### config.mk
export PLATFORM = sky130hd
export DESIGN_NAME = keyin_accum
export DESIGN_NICKNAME = d
export VERILOG_FILES = /design/src/rtl/keyin_accum.sv
export SDC_FILE = /design/constraint.sdc
export NUM_CORES = 1
export LEC_CHECK = 0
export BUFFER_PORTS_ARGS = -buffer_cell sky130_fd_sc_hd__clkbuf_2
export CORE_AREA = 5 5 70 135
export CTS_CLUSTER_DIAMETER = 80
export DETAILED_ROUTE_END_ITERATION = 6
export DIE_AREA = 0 0 75 140
export PLACE_DENSITY = 0.65
export SLEW_MARGIN = 20
export SYNTH_ARGS = -nofsm -noshare
export SYNTH_HDL_FRONTEND = slang
export SYNTH_SLANG_ARGS = --single-unit
### constraint.sdc
create_clock -name clk -period 3.05 [get_ports clk]
set_input_delay 0.61 -clock clk [delete_from_list [all_inputs] [get_ports clk]]
set_output_delay 0.61 -clock clk [all_outputs]
set_load 0.02 [all_outputs]
### src/rtl/keyin_accum.sv
// Decimal key-entry block: synchronises and debounces a one-hot DIP key bank,
// accumulates digits and commits the binary value on enter. Optional backspace under KEYIN_BKSP_EN.
//   state     | meaning
//   S_WAIT    | waiting for a settled all-zero pattern (after reset or multi-hot)
//   S_IDLE    | no key down, ready to accept a one-hot press
//   S_PRESSED | digit taken, waiting for release
module keyin_accum #(
    parameter int DIGITS    = 3,
    parameter int OUT_W     = 10,
    parameter int DB_CYCLES = 16
) (
    input  logic             clk,
    input  logic             rst,
    input  logic [9:0]       DIP,
    input  logic             enter,
    input  logic             clr,
    input  logic             bksp,
    output logic [OUT_W-1:0] datain,
    output logic             valid,
    output logic [2:0]       digit_cnt,
    output logic             ovf
);
    localparam int DB_W = (DB_CYCLES > 1) ? $clog2(DB_CYCLES) : 1;
    localparam logic [DB_W-1:0] DB_LOAD = DB_W'(DB_CYCLES - 1);
    localparam logic [2:0] DIG_MAX = 3'(DIGITS);

    typedef enum logic [1:0] {S_WAIT, S_IDLE, S_PRESSED} state_t;

    state_t            state, state_nx;
    logic [9:0]        dip_s1, dip_s2, dip_last, settled;
    logic              settled_ok;
    logic [DB_W-1:0]   db_cnt;
    logic [2:0]        enter_s, clr_s;
    logic              enter_e, clr_e;
    logic              bksp_e;
    logic              strobe, one_hot;
    logic [3:0]        digit;
    logic [OUT_W-1:0]  acc;

    always_ff @(posedge clk) begin
        if (rst) begin
            dip_s1     <= '0;
            dip_s2     <= '0;
            dip_last   <= '0;
            settled    <= '0;
            settled_ok <= 1'b0;
            db_cnt     <= DB_LOAD;
            enter_s    <= '0;
            clr_s      <= '0;
            enter_e    <= 1'b0;
            clr_e      <= 1'b0;
        end else begin
            dip_s1  <= DIP;
            dip_s2  <= dip_s1;
            enter_s <= {enter_s[1:0], enter};
            clr_s   <= {clr_s[1:0], clr};
            enter_e <= enter_s[1] & ~enter_s[2];
            clr_e   <= clr_s[1] & ~clr_s[2];
            // Down-counter restarts on any change; pattern settles at terminal count.
            if (dip_s2 != dip_last) begin
                dip_last <= dip_s2;
                db_cnt   <= DB_LOAD;
            end else if (db_cnt != '0) begin
                db_cnt <= db_cnt - 1'b1;
            end else begin
                settled    <= dip_last;
                settled_ok <= 1'b1;
            end
        end
    end

`ifdef KEYIN_BKSP_EN
    logic [2:0] bksp_s;
    always_ff @(posedge clk) begin
        if (rst) begin
            bksp_s <= '0;
            bksp_e <= 1'b0;
        end else begin
            bksp_s <= {bksp_s[1:0], bksp};
            bksp_e <= bksp_s[1] & ~bksp_s[2];
        end
    end
`else
    logic unused_bksp;
    assign unused_bksp = bksp;
    assign bksp_e      = 1'b0;
`endif

    always_comb begin
        one_hot = (settled != '0) && ((settled & (settled - 10'd1)) == '0);
        digit   = 4'd0;
        for (int k = 1; k < 10; k++) begin
            if (settled[k]) digit = 4'(10 - k);
        end
    end

    always_ff @(posedge clk) begin
        if (rst) state <= S_WAIT;
        else     state <= state_nx;
    end

    always_comb begin
        state_nx = state;
        strobe   = 1'b0;
        case (state)
            S_WAIT:    if (settled_ok && settled == '0) state_nx = S_IDLE;
            S_IDLE: begin
                if (one_hot) begin
                    strobe   = 1'b1;
                    state_nx = S_PRESSED;
                end else if (settled != '0) begin
                    state_nx = S_WAIT;
                end
            end
            S_PRESSED: if (settled == '0) state_nx = S_IDLE;
            default:   state_nx = S_WAIT;
        endcase
    end

    always_ff @(posedge clk) begin
        if (rst) begin
            acc       <= '0;
            digit_cnt <= '0;
            ovf       <= 1'b0;
            datain    <= '0;
            valid     <= 1'b0;
        end else begin
            valid <= 1'b0;
            if (clr_e) begin
                acc       <= '0;
                digit_cnt <= '0;
                ovf       <= 1'b0;
            end else if (enter_e) begin
                // An enter edge with nothing held still swallows a same-cycle strobe.
                if (digit_cnt != '0) begin
                    datain    <= acc;
                    valid     <= 1'b1;
                    acc       <= '0;
                    digit_cnt <= '0;
                    ovf       <= 1'b0;
                end
            end else if (strobe) begin
                if (digit_cnt < DIG_MAX) begin
                    acc       <= acc * OUT_W'(10) + OUT_W'(digit);
                    digit_cnt <= digit_cnt + 3'd1;
                end else begin
                    ovf <= 1'b1;
                end
            end else if (bksp_e) begin
`ifdef KEYIN_BKSP_EN
                if (digit_cnt != '0) begin
                    acc       <= acc / OUT_W'(10);
                    digit_cnt <= digit_cnt - 3'd1;
                    ovf       <= 1'b0;
                end
`endif
            end
        end
    end
endmodule

==> metrics <==
status completed; MaxCap Viol Count 0; Worst-Skew Late Latency 330 ps; Yosys cell types 46; core area 8290 um2; Die Area 10500 um2; worst r2r src settled[3]; Ant. Diodes 0; DP Area 3610 um2; Num Clock Sinks 80; RSZ-0062 raised after global routing false; Slew @ Worst Pin 651 ps; initial antenna violation count 0; syn_nets 396; Final Instance Area 3900 um2; Remaining Overflow, GRT 0; FF-to-FF End acc[9]; pre-CTS setup slack 389 ps; # fillers 801; Critical Path RT 3310 ps; Finished Layout Cells 493; vias in the first global route 2587; TritonRoute pass-1 iters 4; sequential area share after synthesis 47.5%; ranking of synthesized cells by area dfxtp_1, nor2b_1, ha_1, a21oi_1, xor2_1; gp weighted congestion 0.830; Clk pin slew, worst setup/hold paths 60 ps; Post-CTS Resized 0; Leak 1.79 nW; all-layer global routing usage 13.9%; share of the synthesized area in the top cell type 47.5%; synth warn 0; Cells after Synth 361; # rows 47; Synth Area in Compound Gates 10.4%; clk root buf clkbuf_16; hold wc startpoint clr_s[2]; Port-buffer cells 28; Synth Area in Simple Gates 22.6%; PD cells 553 nW/um2; mux contribution to synthesized area 2.97%; area grow syn2layout 15.6%; Sw Ratio 20.0%; H-Tree Depth 3; Slew HR 56.6%; critical path type reg2reg; Post-synth EDFFs 0; NumNets Final 425; DRT iter0 DRCs 113; Worst R2R Setup Slack 340 ps; HPWL reported at the end of detailed placement 5030 um; fraction of registers with async set/reset 0%; Synth Area in XOR/XNOR 5.71%; commonest non-fill, non-tap cells in the layout dfxtp_1, nor2b_1, nand2_1; vias post-DR 2531; setup violators final 0; Final period util 88.8%; syn avg cell area 9.34 um2; Hold EP clr_e; drt total wl 6620 um; Fin. Hold Viols 0; cell accounting for the most synthesized area dfxtp_1; skew final 5.00 ps; largest family of logic cells by synthesized area simple AND/OR/NAND/NOR gates; Clock power frac 47.6%; antenna-violating nets left 0; clock buffer depth 2; Post-CTS Setup Bufs 0; startpoint types flop; Hold Buf Count CTS 0; drt wl/cell 13.4 um; largest net degree at the start of global routing 63; Net Switching 0.000431 W; Int Pwr 0.00173 W; worst vdd ir 0.378 mV; DR vias/cell 5.13; setup TNS 0 ps; Netlist Area Pre-Place 3370 um2; post-layout util 47.0%; share of cells above drive strength 1 12.9%; setup ws final 343 ps; count of pins over their slew limit 0; most common cell after layout, fill and taps aside dfxtp_1; Comb pwr share 2.6%; Synth Flop Type dfxtp_1; placed cells 477; die width 75 um; io pins 30; Worst EP arrival 2960 ps; crit-path max FO 7; Synth Register Bits 80; Hold Path Stages 1; first-pass GRT wire length 11100 um; crit end category flop; Fmax 369 MHz; CTS buffer count 9; Synth Area in Adders 7.87%; Starting Density 40.7%; Die H 140 um; CTS tree done; reg2reg path depth 9; detailed-route DRC error count 0; Final min period 2710 ps; part of the power in registers 49.8%; hold crit path type reg2reg
registers in the layout, summed over array words and instances, names as in the netlist, 2 cells and up:
signal / flops
dip_last: 10
clr_s: 3
acc: 10
digit_cnt: 3
datain: 10
dip_s1: 10
settled: 10
db_cnt: 4
dip_s2: 10
enter_s: 3
state: 2
how the worst max path moves through the flow:
stage	slack (ps)	start	cells past startpoint	endpoint
3_3_place_gp	440	settled[3]	9	acc[9]
4_1_cts	360	settled[3]	9	acc[9]
2_1_floorplan	590	settled[3]	9	acc[9]
6_report	340	settled[3]	9	acc[9]
3_5_place_dp	390	settled[3]	9	acc[9]
5_1_grt	120	settled[3]	9	acc[9]
final cells by class:
type | count | area (um2) | share of cell area [%]
repair buffers | 31 | 163 | 4.17
well taps | 98 | 123 | 3.15
inverters | 13 | 48.8 | 1.25
flip-flops and latches | 80 | 1600 | 41.1
clock inverters | 5 | 57.6 | 1.48
multi-input cells | 255 | 1670 | 42.9
clock buffers | 11 | 233 | 5.97
through the flow:
stage | hold slack, ps | power [W]
4_1_cts | 385 | 0.00219
3_5_place_dp | 377 | 0.00116
2_1_floorplan | 367 | 0.00114
6_report | 383 | 0.00216
3_3_place_gp | 374 | 0.00115
5_1_grt | 409 | 0.00224
power by group through the flow:
stage                     combinational (W)  clock, W  sequential [W]
final                             0.0000557   0.00103         0.00107
after global routing              0.0000632   0.00110         0.00108
after CTS                         0.0000576   0.00106         0.00107
after detailed placement          0.0000575         0         0.00110
after global placement            0.0000553         0         0.00110
after floorplan                   0.0000409         0         0.00110
cells by family (layout without fill, tap and decap cells):
group / count (synthesis) / after routing
compound gates: 56 / 56
xor+xnor: 22 / 22
fa+ha+maj: 20 / 20
buf+inv: 26 / 60
flops: 80 / 80
mux: 10 / 10
simple gates: 147 / 147
worst max-delay path, stage by stage, from the launching register on:
cell and delay [ps]:
dfxtp_1 370, or4_4 590, nor3_1 240, ha_1 230
a21o_1 130, nand2_1 70, nor3_1 350, a31oi_1 150
or3_1 410, o211ai_2 80
synthesized netlist by cell type (4+ instances only):
library cell and number:
dfxtp_1 80, nor2b_1 40, nand2_1 35, a21oi_1 31, nor2_1 27, ha_1 18
xor2_1 16, inv_1 13, clkbuf_1 11, nand3_1 11, mux2i_1 10, nor3_1 9
xnor2_1 6, nand2b_1 5, or3_1 4
routing by layer:
metal  GRT usage [%]  vias to the layer above  part of all wire, %
met1            12.2                     1186                   34
met3            4.02                       20                  3.4
met5               0                        -                    0
li1                -                     1279                    -
met4            9.19                        0                  4.8
met2            25.4                       46                   58
(Power assumes the default switching activity.)
